File: config.mk
export PLATFORM = sky130hd
export DESIGN_NAME = reg_bank_sequencer
export DESIGN_NICKNAME = d
export VERILOG_FILES = /design/src/rtl/reg_bank_sequencer.sv
export SDC_FILE = /design/constraint.sdc
export NUM_CORES = 1
export LEC_CHECK = 0
export BUFFER_PORTS_ARGS = -buffer_cell sky130_fd_sc_hd__buf_2
export CAP_MARGIN = 20
export CORE_ASPECT_RATIO = 0.9
export CORE_UTILIZATION = 54
export CTS_CLUSTER_DIAMETER = 150
export DETAILED_ROUTE_END_ITERATION = 12
export PLACE_DENSITY = 0.84
export SYNTH_ARGS = -nofsm -noshare
export SYNTH_HDL_FRONTEND = slang
export SYNTH_SLANG_ARGS = --single-unit
File: constraint.sdc
create_clock -name clk -period 3.7 [get_ports clk]
set_input_delay 0.37 -clock clk [delete_from_list [all_inputs] [get_ports clk]]
set_output_delay 0.37 -clock clk [all_outputs]
set_load 0.02 [all_outputs]
File: src/rtl/reg_bank_sequencer.sv
// reg_bank_sequencer
//   Instruction fetch/decode/execute sequencer that drives the register bank
//   (write select/LE, read selects SBA/SBB) and the ALU controls. Owns the PC.
// Ports
//   clk, rst_n       : rising-edge clock, asynchronous active-low reset
//   instr_req/addr   : fetch request (held until instr_valid) and fetch address (= pc)
//   instr_valid/data : instruction return; ignored unless instr_req is high
//   alu_zero         : ALU zero flag for the operands currently on SBA/SBB
//   select, LE       : bank write index and one-cycle write enable
//   SBA, SBB         : bank read indices
//   alu_op, src_imm  : ALU operation and write-data source (1 = imm)
//   imm              : low byte of the current instruction
//   pc, halted       : program counter and HALT indication
module reg_bank_sequencer #(
    parameter int unsigned     PC_W     = 8,
    parameter logic [PC_W-1:0] RESET_PC = '0
) (
    input  logic            clk,
    input  logic            rst_n,
    output logic            instr_req,
    output logic [PC_W-1:0] instr_addr,
    input  logic            instr_valid,
    input  logic [15:0]     instr_data,
    input  logic            alu_zero,
    output logic [3:0]      select,
    output logic            LE,
    output logic [3:0]      SBA,
    output logic [3:0]      SBB,
    output logic [2:0]      alu_op,
    output logic            src_imm,
    output logic [7:0]      imm,
    output logic [PC_W-1:0] pc,
    output logic            halted
);

    localparam int unsigned INSTR_W = 16;
    localparam int unsigned REG_W   = 4;
    localparam int unsigned ALU_W   = 3;
    localparam int unsigned IMM_W   = 8;

    localparam logic [3:0] OP_LDI  = 4'h1;
    localparam logic [3:0] OP_MOV  = 4'h2;
    localparam logic [3:0] OP_ADD  = 4'h3;
    localparam logic [3:0] OP_SUB  = 4'h4;
    localparam logic [3:0] OP_AND  = 4'h5;
    localparam logic [3:0] OP_OR   = 4'h6;
    localparam logic [3:0] OP_JMP  = 4'h7;
    localparam logic [3:0] OP_JZ   = 4'h8;
    localparam logic [3:0] OP_HALT = 4'hF;

    localparam logic [ALU_W-1:0] ALU_PASS = 3'd0;
    localparam logic [ALU_W-1:0] ALU_ADD  = 3'd1;
    localparam logic [ALU_W-1:0] ALU_SUB  = 3'd2;
    localparam logic [ALU_W-1:0] ALU_AND  = 3'd3;
    localparam logic [ALU_W-1:0] ALU_OR   = 3'd4;

    typedef enum logic [1:0] {
        ST_FETCH  = 2'd0,
        ST_DECODE = 2'd1,
        ST_EXEC   = 2'd2,
        ST_HALT   = 2'd3
    } state_t;

    state_t             state_q, state_d;
    logic [PC_W-1:0]    pc_q, pc_d;
    logic [INSTR_W-1:0] ir_q, ir_d;
    logic               req_q, req_d;
    logic               le_q, le_d;
    logic [REG_W-1:0]   sel_q, sel_d;
    logic [REG_W-1:0]   sba_q, sba_d;
    logic [REG_W-1:0]   sbb_q, sbb_d;
    logic [ALU_W-1:0]   aluop_q, aluop_d;
    logic               srcimm_q, srcimm_d;
    logic [IMM_W-1:0]   imm_q, imm_d;
    logic               halted_q, halted_d;

    // ALU operation implied by an opcode; everything else passes A through
    function automatic logic [ALU_W-1:0] alu_op_of(input logic [3:0] op);
        case (op)
            OP_ADD:  alu_op_of = ALU_ADD;
            OP_SUB:  alu_op_of = ALU_SUB;
            OP_AND:  alu_op_of = ALU_AND;
            OP_OR:   alu_op_of = ALU_OR;
            default: alu_op_of = ALU_PASS;
        endcase
    endfunction

    // Opcodes that write rd; illegal opcodes 9..E behave as NOP
    function automatic logic writes_rd(input logic [3:0] op);
        writes_rd = (op == OP_LDI) || (op == OP_MOV) || (op == OP_ADD) ||
                    (op == OP_SUB) || (op == OP_AND) || (op == OP_OR);
    endfunction

    // State and output registers
    always_ff @(posedge clk or negedge rst_n) begin
        if (!rst_n) begin
            state_q  <= ST_FETCH;
            pc_q     <= RESET_PC;
            ir_q     <= '0;
            req_q    <= 1'b0;
            le_q     <= 1'b0;
            sel_q    <= '0;
            sba_q    <= '0;
            sbb_q    <= '0;
            aluop_q  <= '0;
            srcimm_q <= 1'b0;
            imm_q    <= '0;
            halted_q <= 1'b0;
        end else begin
            state_q  <= state_d;
            pc_q     <= pc_d;
            ir_q     <= ir_d;
            req_q    <= req_d;
            le_q     <= le_d;
            sel_q    <= sel_d;
            sba_q    <= sba_d;
            sbb_q    <= sbb_d;
            aluop_q  <= aluop_d;
            srcimm_q <= srcimm_d;
            imm_q    <= imm_d;
            halted_q <= halted_d;
        end
    end

    // Next state and next registered outputs
    always_comb begin
        state_d  = state_q;
        pc_d     = pc_q;
        ir_d     = ir_q;
        req_d    = req_q;
        le_d     = 1'b0;
        sel_d    = sel_q;
        sba_d    = sba_q;
        sbb_d    = sbb_q;
        aluop_d  = aluop_q;
        srcimm_d = srcimm_q;
        imm_d    = imm_q;
        halted_d = halted_q;

        case (state_q)
            ST_FETCH: begin
                req_d = 1'b1;
                // Accept only against a request already visible to memory
                if (req_q && instr_valid) begin
                    state_d  = ST_DECODE;
                    req_d    = 1'b0;
                    ir_d     = instr_data;
                    sba_d    = instr_data[7:4];
                    sbb_d    = instr_data[3:0];
                    imm_d    = instr_data[7:0];
                    aluop_d  = alu_op_of(instr_data[15:12]);
                    srcimm_d = (instr_data[15:12] == OP_LDI);
                end
            end
            ST_DECODE: begin
                state_d = ST_EXEC;
                if (writes_rd(ir_q[15:12])) begin
                    sel_d = ir_q[11:8];
                    le_d  = 1'b1;
                end
            end
            ST_EXEC: begin
                state_d = ST_FETCH;
                req_d   = 1'b1;
                pc_d    = pc_q + PC_W'(1);
                case (ir_q[15:12])
                    OP_JMP: pc_d = PC_W'(ir_q[7:0]);
                    OP_JZ: begin
                        if (alu_zero) begin
                            pc_d = PC_W'(ir_q[7:0]);
                        end
                    end
                    OP_HALT: begin
                        pc_d     = pc_q;
                        state_d  = ST_HALT;
                        req_d    = 1'b0;
                        halted_d = 1'b1;
                    end
                    default: ;
                endcase
            end
            ST_HALT: begin
                req_d    = 1'b0;
                halted_d = 1'b1;
            end
            default: state_d = ST_FETCH;
        endcase
    end

    assign instr_req  = req_q;
    assign instr_addr = pc_q;
    assign select     = sel_q;
    assign LE         = le_q;
    assign SBA        = sba_q;
    assign SBB        = sbb_q;
    assign alu_op     = aluop_q;
    assign src_imm    = srcimm_q;
    assign imm        = imm_q;
    assign pc         = pc_q;
    assign halted     = halted_q;

endmodule

==> Flow_metrics.wiki, run 1 <==
{| class="wikitable"
! Metric !! Value
|-
| Met2 Resource Use GR || 0.309
|-
| Buffer type at the clock tree root || clkbuf_8
|-
| Slowest cell on crit path || nor4_4
|-
| CTS tree || built
|-
| Clock tree buffer depth || 2
|-
| GR Overflow Total || 0
|-
| Wire length per cell || 13.1 microns
|-
| Hold buffer count at CTS || 0
|-
| Die boundary width || 65.3 microns
|-
| Met1 demand-to-capacity share in global routing || 0.237
|-
| Cell-by-cell trace of the critical path || inv_1 -> ha_1 -> inv_1 -> nor4_4 -> mux2_2
|-
| Final WS setup || 1.97 ns
|-
| Area fraction of the dominant cell type after synthesis || 0.476
|-
| Clock Latency Late Sink || 0.30 ns
|-
| Site Rows || 20
|-
| Cell repeated most along the worst path || inv_1
|-
| Proportion of layout cells with a drive suffix above 1 || 0.462
|-
| Final Critical Period || 1.73 ns
|-
| Number of resized instances in the post-cts repair step || 0
|-
| Post-CTS Repair Setup Buffers || 0
|-
| N_diodes || 0
|-
| Portion of the post-synthesis area used by sequential elements || 0.476
|-
| GR Layer Usage met3 || 0.0601
|-
| Initial antenna violation count || 0
|-
| Worst supply voltage drop on vdd || 0.000363 V
|-
| Setup tns final || 0 ns
|-
| Power Dens Cells || 940 nW/um^2
|-
| Average via count per standard cell || 5.31
|-
| Worst hold-check slack || 0.160 ns
|-
| Number of iterations in the first detailed-routing pass || 4
|-
| Utilization after layout || 0.647
|-
| Number of clock sinks seen by CTS || 37
|-
| Height of the chip || 59.0 microns
|-
| Routability congestion estimate || 0.770
|-
| Effective utilization at floorplan || 0.572
|-
| Vias in the first global route || 1,266
|-
| GRT Util Overall || 0.195
|-
| Layout Nets || 237
|-
| Critical Path Start Type || flip-flop
|-
| Final worst-path cycle share || 0.468
|-
| Peak-usage layer in the global routing report || met2
|-
| Placeable core region || 3400 sq um
|-
| Drt total wl || 3350 microns
|-
| Count of pins over their slew limit || 0
|-
| Area growth from synthesis to final layout || 13.2%
|-
| Max-capacitance violation count || 0
|-
| Crit path arrival time || 1.91 ns
|-
| Synthesized netlist cell count || 169
|-
| Transition at the pin with the smallest max-transition slack || 0.809 ns
|-
| Skew final || 0.00364 ns
|-
| Final setup fails || 0
|-
| Worst Path Required || 3.88 ns
|-
| Number of synthesized flops with an enable pin || 0
|-
| Clock edge transition at the registers on the reported setup and hold paths || 0.07 ns
|-
| Fraction of registers with async set/reset || 1.00
|-
| First DRT Iteration DRCs || 90
|-
| Unrepaired setup endpoints after global routing || no
|-
| Largest cells by area after synthesis || dfrtp_1 (48%), mux2_2 (12%), buf_4 (9.3%)
|-
| Total vias in the final route || 1,360
|-
| Outcome || finished, final reports clean
|-
| Hold violation total from the final report || 0
|-
| Max stage delay on crit path || 0.43 ns
|-
| H-tree level count || 2
|-
| P_leak || 0.00109 uW
|-
| Largest net degree at the start of global routing || 38
|-
| DP Wirelength || 2410 microns
|-
| Fmax || 0.578 GHz
|-
| Normalized max-slew margin || 0.460
|-
| First-pass GRT wire length || 5430 microns
|-
| Post-placement worst setup slack || 1.52 ns
|-
| Cell Area, Synth || 1950 sq um
|-
| DR DRC count || 0
|-
| Cts bufs inserted || 5
|-
| Max Fanout on Critical Path || 5
|-
| Number of synthesis warnings || 0
|-
| Remaining antenna violation count || 0
|-
| Type of the setup path with the least slack || reg -> reg
|-
| Synth unique cells || 34
|-
| Library cell occupying the most area in the post-synthesis netlist || dfrtp_1
|-
| Die outline area || 3850 sq um
|-
| Class of the worst hold path || in -> async
|-
| Number of I/O port buffers || 62
|-
| Worst Setup End Kind || flip-flop
|-
| Number of synthesized register bits || 37
|-
| Most used DFF post-synth || dfrtp_1
|-
| Synth Net Count || 195
|-
| Average size of a mapped cell || 11.5 sq um
|-
| Io pins || 63
|}
## path summary, 6_finish.rpt
kind / from / endpoint / slack [ns] / cells after the start
min in group clk: instr_data[12] / alu_op[2] / 0.29 / 2
worst max-delay path: state_q[1] / select[0] / 1.97 / 5
worst max register to register: state_q[1] / select[0] / 1.97 / 5
worst min-delay path: rst_n / ir_q[1] / 0.16 / 1
max in group asynchronous: rst_n / ir_q[13] / 3.03 / 1
worst min register to register: src_imm / src_imm / 0.48 / 2
## through the flow
stage          power (uW)  area [sq um]  std cells
5_1_grt              2220          2200        256
6_report             2070          2200        256
3_3_place_gp         1770          2100        247
4_1_cts              2080          2190        255
2_1_floorplan        1670          1950        169
3_5_place_dp         1810          2100        247
## final cells by class
type	count	area (sq um)
clock buffer	5	68.8
inverter	6	22.5
clock inverter	3	17.5
fill	291	1200
tap	44	55.1
multi-input combinational	98	788
timing repair buffer	63	325
sequential	37	926
## Yosys cell counts, types with 2 or more instances
library cell	count
buf_6	2
o31ai_1	2
mux2_2	20
o41ai_1	2
nand3_1	7
and3_1	2
a21oi_1	7
inv_1	6
o21ai_0	6
dfrtp_1	37
nand2b_1	2
a2bb2oi_1	4
clkbuf_1	2
o21a_1	2
ha_1	6
mux2i_1	8
nand2_1	14
buf_4	24
## state kept, by name, indices dropped and copies added (netlist names)
signal      cells
instr_addr      8
instr_req       1
halted          1
alu_op          3
LE              1
ir_q           16
state_q         2
select          4
src_imm         1
## logic make-up after synthesis
group / Yosys count / synth area share
flip-flops: 37 / 0.476
multiplexers: 28 / 0.157
AND/OR/NAND/NOR: 33 / 0.0951
AO/OA/AOI/OAI: 30 / 0.110
buffers and inverters: 34 / 0.120
adder cells (fa/ha/maj): 6 / 0.0386
XOR/XNOR: 1 / 0.00450
## power by group
part	switching, uW	internal (uW)
clock	146	130
combinational	584	436
sequential	183	592
total	913	1160
## critical path, delay by kind of cell, from the launching register on
kind / cells / cell delay, ns
simple gates: 1 / 0.43
flops: 1 / 0.41
mux: 1 / 0.39
buf+inv: 2 / 0.19
fa+ha+maj: 1 / 0.19
## layer usage
metal	routed length [microns]	vias to the layer above
li1	-	659
met1	1520	641
met2	1540	52
met3	213	8
met4	76	0
met5	0	-
## layout by cell type, fill, tap and decap left out, drive strengths merged, types with 2 or more instances in the layout
master / instances
dfrtp: 37
o41ai: 2
inv: 6
nand2b: 2
o21ai: 6
nand3: 7
a21oi: 7
and3: 3
buf: 63
nand2: 14
clkinv: 2
o21a: 2
mux2: 20
o31ai: 2
clkbuf: 5
a2bb2oi: 4
ha: 6
mux2i: 8
Power figures use the tool's default switching activity.
==> run 2, diff against run 1 <==
CORE_UTILIZATION = 45   (was 54)
PLACE_DENSITY = 0.75   (was 0.84)
clock period = 1.5 ns   (was 3.7 ns; I/O delays follow)
==> run 2 against run 1 <==
The flow now finishes with violations (DRC); worst setup slack worse by 1.9 ns; final cell count up 7.0%; register-to-register slack got worse by 1.9 ns; sequential share of layout area shrank 4.9 points; first-iteration DRC count down 12%; non-clock buffer count grew 13; hold slack worse by 0.079 ns; utilization is 3.8 points lower; sequential power increased by 150%; clock skew is 0.00083 ns higher; count of clock-buffer cells in the layout unchanged.
==> Flow_metrics.wiki, run 2 (same netlist as run 1, synthesis figures left out) <==
{| class="wikitable"
! Metric !! Value
|-
| Outcome || complete, but fails checks
|-
| Violations in the final reports || DRC
|-
| Number of iterations in the first detailed-routing pass || 8 (+4)
|-
| Type of the setup path with the least slack || reg -> reg
|-
| Die boundary width || 71.3 microns (+9.3%)
|-
| Commonest cells after routing, fill and taps aside || buf_2 (62), dfrtp_1 (36), mux2_2 (20)
|-
| Max-capacitance violation count || 0 (unchanged)
|-
| Share of power burned in combinational logic || 0.505 (+0.012)
|-
| Destination of the worst hold path || alu_op[2]
|-
| Crit path arrival time || 1.64 ns (-0.27 ns)
|-
| Number of instances on the worst hold path || 2
|-
| Count of pins over their slew limit || 0 (unchanged)
|-
| Beginning of the worst hold path || instr_data[12]
|-
| Net Sw Frac || 0.414 (-0.0267)
|-
| Clock Power Share || 0.173 (+0.040)
|-
| Effective utilization at floorplan || 0.475 (-0.0974)
|-
| Register-to-Register Path Depth || 5 (unchanged)
|-
| Placement-stage cell area || 2230 sq um (+6.0%)
|-
| Normalized max-slew margin || 0.690 (+0.230)
|-
| H-tree level count || 2 (unchanged)
|-
| Average via count per standard cell || 5.39 (+1.5%)
|-
| DR DRC count || 6 (+6)
|-
| Post-CTS Repair Setup Buffers || 0 (unchanged)
|-
| Area of all placed cells without fillers || 2500 sq um (+13%)
|-
| Area growth from synthesis to final layout || 28.4%
|-
| Die outline area || 4590 sq um (+19%)
|-
| Part of the total power dissipated in sequential elements || 0.321 (-0.053)
|-
| Proportion of layout cells with a drive suffix above 1 || 0.544 (+0.0820)
|-
| Fmax || 0.684 GHz (+18%)
|-
| Critical Path Start Type || flip-flop
|-
| Placeable core region || 4100 sq um (+21%)
|-
| Final WS setup || 0.0371 ns (-1.93 ns)
|-
| CTS tree || built
|-
| Max Fanout on Critical Path || 11 (+6)
|-
| Peak-usage layer in the global routing report || met2
|-
| Total vias in the final route || 1,478 (+8.7%)
|-
| Clock edge transition at the registers on the reported setup and hold paths || 0.07 ns (about the same)
|-
| P_leak || 0.00122 uW (+12%)
|-
| Overall power || 5910 uW (+190%)
|-
| Remaining antenna violation count || 0 (unchanged)
|-
| Final setup fails || 0 (unchanged)
|-
| Skew final || 0.00447 ns (+0.000832 ns)
|-
| Total net switching power || 2450 uW (+170%)
|-
| Drt total wl || 3910 microns (+17%)
|-
| Unrepaired setup endpoints after global routing || yes
|-
| GR Overflow Total || 0 (unchanged)
|-
| Site Rows || 22 (+10%)
|-
| Buffer type at the clock tree root || clkbuf_8
|-
| Top register by number of flip-flops || ir_q
|-
| Setup tns final || 0 ns (unchanged)
|-
| Number of clock sinks seen by CTS || 37 (unchanged)
|-
| Wire length per cell || 14.3 microns (+9.2%)
|-
| Max FFs per register || 16 (unchanged)
|-
| Met1 demand-to-capacity share in global routing || 0.216 (-0.0212)
|-
| Most frequent standard cell in the layout excluding fill and tap cells || buf_2
|-
| Largest net degree at the start of global routing || 22 (-42%)
|-
| Transition at the pin with the smallest max-transition slack || 0.464 ns (-0.345 ns)
|-
| Worst supply voltage drop on vdd || 0.00137 V (+280%)
|-
| First-pass GRT wire length || 6190 microns (+14%)
|-
| Class of the worst hold path || in -> reg
|-
| DP Wirelength || 2620 microns (+8.5%)
|-
| Layout Nets || 251 (+5.9%)
|-
| Initial antenna violation count || 0 (unchanged)
|-
| Io pins || 63 (unchanged)
|-
| Final worst-path cycle share || 0.975 (+0.508)
|-
| Clock Latency Late Sink || 0.29 ns (about the same)
|-
| Height of the chip || 64.4 microns (+9.2%)
|-
| N_diodes || 0 (unchanged)
|-
| Worst Setup End Kind || flip-flop
|-
| Worst Path Required || 1.68 ns (-2.20 ns)
|-
| Capture point of the worst reg-to-reg path || ir_q[12]
|-
| Cts bufs inserted || 5 (unchanged)
|-
| Number of I/O port buffers || 62 (unchanged)
|-
| Vias in the first global route || 1,340 (+5.8%)
|-
| Met2 Resource Use GR || 0.295 (-0.0140)
|-
| First DRT Iteration DRCs || 79 (-12%)
|-
| Clock tree buffer depth || 2 (unchanged)
|-
| Startpoint of the lowest-slack register-to-register path || state_q[0]
|-
| Final Critical Period || 1.46 ns (-0.268 ns)
|-
| Routability congestion estimate || 0.796 (+3.4%)
|-
| Post-placement worst setup slack || -0.0320 ns (-1.55 ns)
|-
| Setup slack on the worst flop-to-flop path || 0.04 ns (-1.93 ns)
|-
| Utilization after layout || 0.610 (-0.0379)
|-
| Power Dens Cells || 2360 nW/um^2 (+150%)
|-
| GR Layer Usage met3 || 0.0773 (+0.0172)
|-
| GRT Util Overall || 0.179 (-0.0156)
|-
| Hold violation total from the final report || 0 (unchanged)
|-
| Internal power consumption || 3460 uW (+200%)
|}
==> run 2: layer usage <==
| layer | vias to the layer above | routed length (microns) |
|---|---|---|
| met5 | - | 0 |
| met4 | 0 | 61 |
| met3 | 7 | 248 |
| met2 | 58 | 1830 |
| met1 | 717 | 1770 |
| li1 | 696 | - |
==> run 2: worst max path at each step <==
stage                           from       endpoint  slack, ns  depth (start not counted)
after floorplan             ir_q[14]      select[0]       0.02                          3
after global placement      ir_q[12]  instr_addr[3]      0.006                          4
after detailed placement    ir_q[12]  instr_addr[3]      -0.03                          4
after CTS                   ir_q[12]      select[0]      0.008                          5
after global routing      state_q[0]  instr_addr[7]      -0.05                          5
final                     state_q[0]       ir_q[12]       0.04                          5
==> run 2: critical path, cell delays in order, from the launching register on <==
cell and delay, ns:
dfrtp_1 0.42, inv_1 0.08, ha_1 0.25, nand3_4 0.11, buf_12 0.15, mux2_2 0.33
==> run 2: final cells by class <==
| class | instances | area, sq um |
|---|---|---|
| flip-flops and latches | 37 | 927 |
| repair buffers | 76 | 460 |
| multi-input cells | 99 | 896 |
| fillers | 357 | 1600 |
| inverters | 6 | 22.5 |
| clock buffers | 5 | 68.8 |
| well taps | 48 | 60.1 |
| clock inverters | 3 | 65.1 |
==> run 2: what timing repair did <==
item | in CTS | in global routing
gates resized for setup | 2 | 15
endpoints found under the hold margin | 18 | 0
hold buffers | 1 | 0
pin swaps | 0 | 1
gates cloned | 0 | 2
endpoints found under the setup margin | 10 | 19
==> run 2: through the flow <==
| step | hold WS, ns | cells |
|---|---|---|
| 3_5_place_dp | 0.128 | 263 |
| 6_report | 0.0809 | 274 |
| 4_1_cts | 0.0736 | 272 |
| 2_1_floorplan | -0.146 | 169 |
| 3_3_place_gp | 0.125 | 263 |
| 5_1_grt | 0.0540 | 274 |
==> run 2: power groups by stage <==
stage | sequential [uW] | combinational (uW) | clock [uW]
5_1_grt | 1970 | 3220 | 1110
6_report | 1900 | 2980 | 1020
2_1_floorplan | 2120 | 2020 | 0
4_1_cts | 1890 | 2810 | 1050
3_3_place_gp | 1880 | 2720 | 0
3_5_place_dp | 1890 | 2780 | 0
